## src/rtl/mem_port_arbiter.sv

```systemverilog
`default_nettype none
// +----------------------------------------------------------------------------+
// | mem_port_arbiter: merges the fetch port (A) and data port (B) onto one     |
// | memory port, B-priority with a streak limit guarding A.  Rev 1.0           |
// +----------------------------------------------------------------------------+
module mem_port_arbiter #(
  parameter int MAX_B_STREAK = 4
) (
  input  logic        clk,
  input  logic        rst_n,
  input  logic        a_read,
  input  logic [15:0] a_address,
  output logic [15:0] a_rdata,
  output logic        a_resp,
  input  logic        b_read,
  input  logic        b_write,
  input  logic [1:0]  b_wmask,
  input  logic [15:0] b_address,
  input  logic [15:0] b_wdata,
  output logic [15:0] b_rdata,
  output logic        b_resp,
  output logic        mem_read,
  output logic        mem_write,
  output logic [1:0]  mem_wmask,
  output logic [15:0] mem_address,
  output logic [15:0] mem_wdata,
  input  logic [15:0] mem_rdata,
  input  logic        mem_resp
);

  typedef enum logic [2:0] {
    IDLE   = 3'd0,
    BUSY_A = 3'd1,
    BUSY_B = 3'd2,
    RESP_A = 3'd3,
    RESP_B = 3'd4
  } state_t;

  localparam int             SW         = (MAX_B_STREAK < 1) ? 1 : $clog2(MAX_B_STREAK + 1);
  localparam logic [SW-1:0]  STREAK_MAX = SW'(MAX_B_STREAK);

  state_t        state_q, state_d;
  logic [SW-1:0] streak_q, streak_d;
  logic          wr_q, wr_d;
  logic [15:0]   addr_q, addr_d;
  logic [15:0]   wdata_q, wdata_d;
  logic [1:0]    wmask_q, wmask_d;
  logic [15:0]   a_rdata_q, a_rdata_d;
  logic [15:0]   b_rdata_q, b_rdata_d;

  logic          b_pend;
  logic          force_a;

  assign b_pend  = b_read | b_write;
  assign force_a = a_read && (MAX_B_STREAK != 0) && (streak_q == STREAK_MAX);

  always_ff @(posedge clk or negedge rst_n) begin
    if (!rst_n) begin
      state_q   <= IDLE;
      streak_q  <= '0;
      wr_q      <= 1'b0;
      addr_q    <= '0;
      wdata_q   <= '0;
      wmask_q   <= '0;
      a_rdata_q <= '0;
      b_rdata_q <= '0;
    end else begin
      state_q   <= state_d;
      streak_q  <= streak_d;
      wr_q      <= wr_d;
      addr_q    <= addr_d;
      wdata_q   <= wdata_d;
      wmask_q   <= wmask_d;
      a_rdata_q <= a_rdata_d;
      b_rdata_q <= b_rdata_d;
    end
  end

  always_comb begin
    state_d   = state_q;
    streak_d  = streak_q;
    wr_d      = wr_q;
    addr_d    = addr_q;
    wdata_d   = wdata_q;
    wmask_d   = wmask_q;
    a_rdata_d = a_rdata_q;
    b_rdata_d = b_rdata_q;
    case (state_q)
      IDLE: begin
        if (!a_read) streak_d = '0;
        if (b_pend && !force_a) begin
          // A write wins when both read and write are requested.
          state_d = BUSY_B;
          wr_d    = b_write;
          addr_d  = b_address;
          wdata_d = b_write ? b_wdata : 16'h0000;
          wmask_d = b_write ? b_wmask : 2'b00;
          if (a_read && (streak_q != STREAK_MAX)) streak_d = streak_q + 1'b1;
        end else if (a_read) begin
          state_d  = BUSY_A;
          wr_d     = 1'b0;
          addr_d   = a_address;
          wdata_d  = 16'h0000;
          wmask_d  = 2'b00;
          streak_d = '0;
        end
      end
      BUSY_A: begin
        if (mem_resp) begin
          a_rdata_d = mem_rdata;
          state_d   = RESP_A;
        end
      end
      BUSY_B: begin
        if (mem_resp) begin
          if (!wr_q) b_rdata_d = mem_rdata;
          state_d = RESP_B;
        end
      end
      RESP_A:  state_d = IDLE;
      RESP_B:  state_d = IDLE;
      default: state_d = IDLE;
    endcase
  end

  // Physical port is driven only from the latched transaction.
  assign mem_read    = (state_q == BUSY_A) || ((state_q == BUSY_B) && !wr_q);
  assign mem_write   = (state_q == BUSY_B) && wr_q;
  assign mem_wmask   = wmask_q;
  assign mem_address = addr_q;
  assign mem_wdata   = wdata_q;
  assign a_rdata     = a_rdata_q;
  assign b_rdata     = b_rdata_q;
  assign a_resp      = (state_q == RESP_A);
  assign b_resp      = (state_q == RESP_B);

endmodule
`default_nettype wire
```

## config.mk

```make
export PLATFORM = sky130hd
export DESIGN_NAME = mem_port_arbiter
export DESIGN_NICKNAME = d
export VERILOG_FILES = /design/src/rtl/mem_port_arbiter.sv
export SDC_FILE = /design/constraint.sdc
export NUM_CORES = 1
export LEC_CHECK = 0
export CAP_MARGIN = 20
export CORE_MARGIN = 1
export CORE_UTILIZATION = 42
export CTS_CLUSTER_SIZE = 10
export DETAILED_ROUTE_END_ITERATION = 8
export GPL_TIMING_DRIVEN = 0
export PLACE_DENSITY_LB_ADDON = 0.25
export REMOVE_ABC_BUFFERS = 1
export SYNTH_ARGS = -nofsm -noshare
export SYNTH_HDL_FRONTEND = slang
export SYNTH_SLANG_ARGS = --single-unit
export TNS_END_PERCENT = 5
```

## constraint.sdc

```tcl
create_clock -name clk -period 2.2 [get_ports clk]
set_clock_uncertainty 0.1 [all_clocks]
set_input_delay 0.33 -clock clk [delete_from_list [all_inputs] [get_ports clk]]
set_output_delay 0.33 -clock clk [all_outputs]
set_load 0.05 [all_outputs]
```

==> impl_metrics.ini <==
[timing]
fin_ws_ps = 128.0
tightest_slew_ps = 929.2
final_max_slew_viol_count = 0
period_share_pct = 94.18
rsz0062_at_grt = no
layout_min_cycle_time_ps = 2072
max-slew-margin-rel_pct = 37.99
max_clock_freq_ghz = 0.4826
setup_viol = 0
hold_violations = 0

[clocking]
cts.reportedPaths.clkPinSlew_ps = 80
clock_path_buffers = 2
cts_root_buf = clkbuf_8
cts_max_level = 3
cts_made_buffers = 9
insertion_delay_ps = 340
cts_tree = built
clock-sinks = 73

[final_layout]
syn2layout_area_growth_pct = 51.96
antenna_cells = 0
fin_util_pct = 66.29
layout_common_cells = clkdlybuf4s50_1, dfrtp_1, mux2_2
final_common_cell = clkdlybuf4s50_1
drive_above_1_share_pct = 17.22
fin_nets = 458

[power]
clockPowerShare_pct = 11.5
p_comb_share_pct = 59.7
swShare_pct = 48.52
p_leak_nw = 1.980
p_switching_mw = 3.975
ir_worst_vdd_mv = 0.7971
power_density_nw_per_um2 = 1704
sequentialPowerShare_pct = 28.8
intPower_mw = 4.218

[placed_design]
dp_hpwl_um = 5136
numPortBuffers = 141
dp_slack_ps = -315.5
globalplace.congestion = 0.7417

[grt]
antenna_found_initial = 0
grt_start_max_net_pins = 74
gr-total-overflow = 0
first_global_vias = 2390
grt_pass1_wl_um = 11630
track_usage_pct = 19.55

[floorplanning]
fp-row-count = 31
chipWidth_um = 88.80
core-area_um2 = 7253
ios = 142
start_util_pct = 43.63
dieArea_um2 = 7885
die_h_um = 88.80

[setup_path]
critPathMaxFanout = 7
cp.arrival_ps = 1640
cp.required_ps = 1770
rrSetupSlack_ps = 200
start_kind = flip-flop
critPathCaptureType = output pin
setup.worst_path.class = reg2out

[hold_path]
hold_class = in2async

[route]
dr.pass1.iters = 6
wl_per_cell_um = 15.57
drcViolationCount = 0
detail-route-antenna-nets = 0
viasPerCell = 5.195
dr_total_vias = 2535
drt_iter0_markers = 85
routed_wl_um = 7596

[synthesis]
netlist_area_um2 = 3164
ys_types = 38
ys_ff_latch = 73
syn_avg_cell_area_um2 = 12.81
ys.flop_type = dfrtp_1
synthArstFlopShare_pct = 100.0
post_synth_inst_count = 247
ys_seq_area_share_pct = 57.73
synth_edf_count = 0
yosysTopAreaCell = dfrtp_1
synth.top_cell.area_share_pct = 57.73
ys_warn_count = 0
netlist_top_cells_area = dfrtp_1, mux2_2, a22o_1, mux2_4, nand3b_1

[status]
outcome = finished, final reports clean

[flow_run]
cap_violations = 0
[cell families (layout without fill, tap and decap cells)]
logic type	count (synthesis)	after routing	share of synthesized area (%)
adders and majority gates	2	2	0.7907
buffers and inverters	20	161	3.558
and+or+nand+nor	41	42	9.253
DFF	73	73	57.73
AOI/OAI and AO/OA	79	79	16.09
muxes	32	32	12.57
[metrics by stage]
stage | total power, mW | cells | setup TNS, ps | hold slack (ps) | instance area [µm²]
3_3_place_gp | 7.181 | 470 | -148110 | 368.7 | 4598
4_1_cts | 8.252 | 487 | -33.62 | 34.62 | 4798
5_1_grt | 8.591 | 488 | 0 | 72.47 | 4808
2_1_floorplan | 5.583 | 230 | -18.44 | -65.59 | 3063
3_5_place_dp | 7.262 | 470 | -10110 | 389.3 | 4598
6_report | 8.193 | 488 | 0 | 1.083 | 4808
[power by group through the flow]
stage,clock [mW],sequential (mW),combinational (mW)
after global placement,0,2.34,4.84
after detailed placement,0,2.36,4.90
final,0.943,2.36,4.89
after CTS,0.974,2.36,4.92
after global routing,1.03,2.43,5.13
after floorplan,0,4.31,1.27
[worst max-delay path: stages (launching register included)]
cell and delay, ps:
dfrtp_1 480, nand2b_4 200, nor3b_1 200, clkdlybuf4s15_2 410
[sequential cells by signal (all words and copies together) (netlist names)]
signal       cells
streak_q         3
b_rdata         16
mem_wmask        2
mem_wdata       16
wr_q             1
a_rdata         16
mem_address     16
state_q          3
[metal layers]
metal,vias to the layer above,track usage [%],share of wire [%]
met5,-,0,0
met4,0,6.158,0.95
met3,12,8.022,9.2
met2,102,31.12,47
met1,1238,24.32,42
li1,1183,-,-
[synth_stat cells, types with 2 or more instances]
cell type and n:
a21oi_1 18, a22o_1 18, a31oi_1 15, and3_1 2
buf_2 3, buf_4 2, buf_6 2, clkbuf_1 9
dfrtp_1 73, ha_1 2, inv_1 3, mux2_2 21
mux2_4 10, nand2_1 3, nand2b_1 3, nand3b_1 17
nor2_1 5, nor3_4 2, o21ai_0 20
[worst paths after layout]
check / cells after the start / end / startpoint
max: 3 / mem_write / state_q[0]
max reg2reg: 3 / mem_wdata[3] / state_q[1]
min in group clk: 1 / a_rdata[14] / a_rdata[14]
max in group asynchronous: 1 / state_q[2] / rst_n
min reg2reg: 1 / a_rdata[14] / a_rdata[14]
min: 1 / mem_wdata[4] / rst_n
[cell type report]
class | count | area (µm²)
Fill cell | 562 | 2445
Timing Repair Buffer | 142 | 1419
Clock buffer | 10 | 137.6
Sequential cell | 73 | 1828
Clock inverter | 6 | 42.54
Inverter | 3 | 11.26
Tap cell | 99 | 123.9
Multi-Input combinational cell | 155 | 1246
[what timing repair did]
action,CTS,global route
buffers inserted,0,1
pin swaps,1,1
gates resized for setup,13,4
hold buffers,0,0
endpoints found under the hold margin,0,0
gates cloned,1,0
setup endpoints to repair,29,18
(Power assumes the default switching activity.)
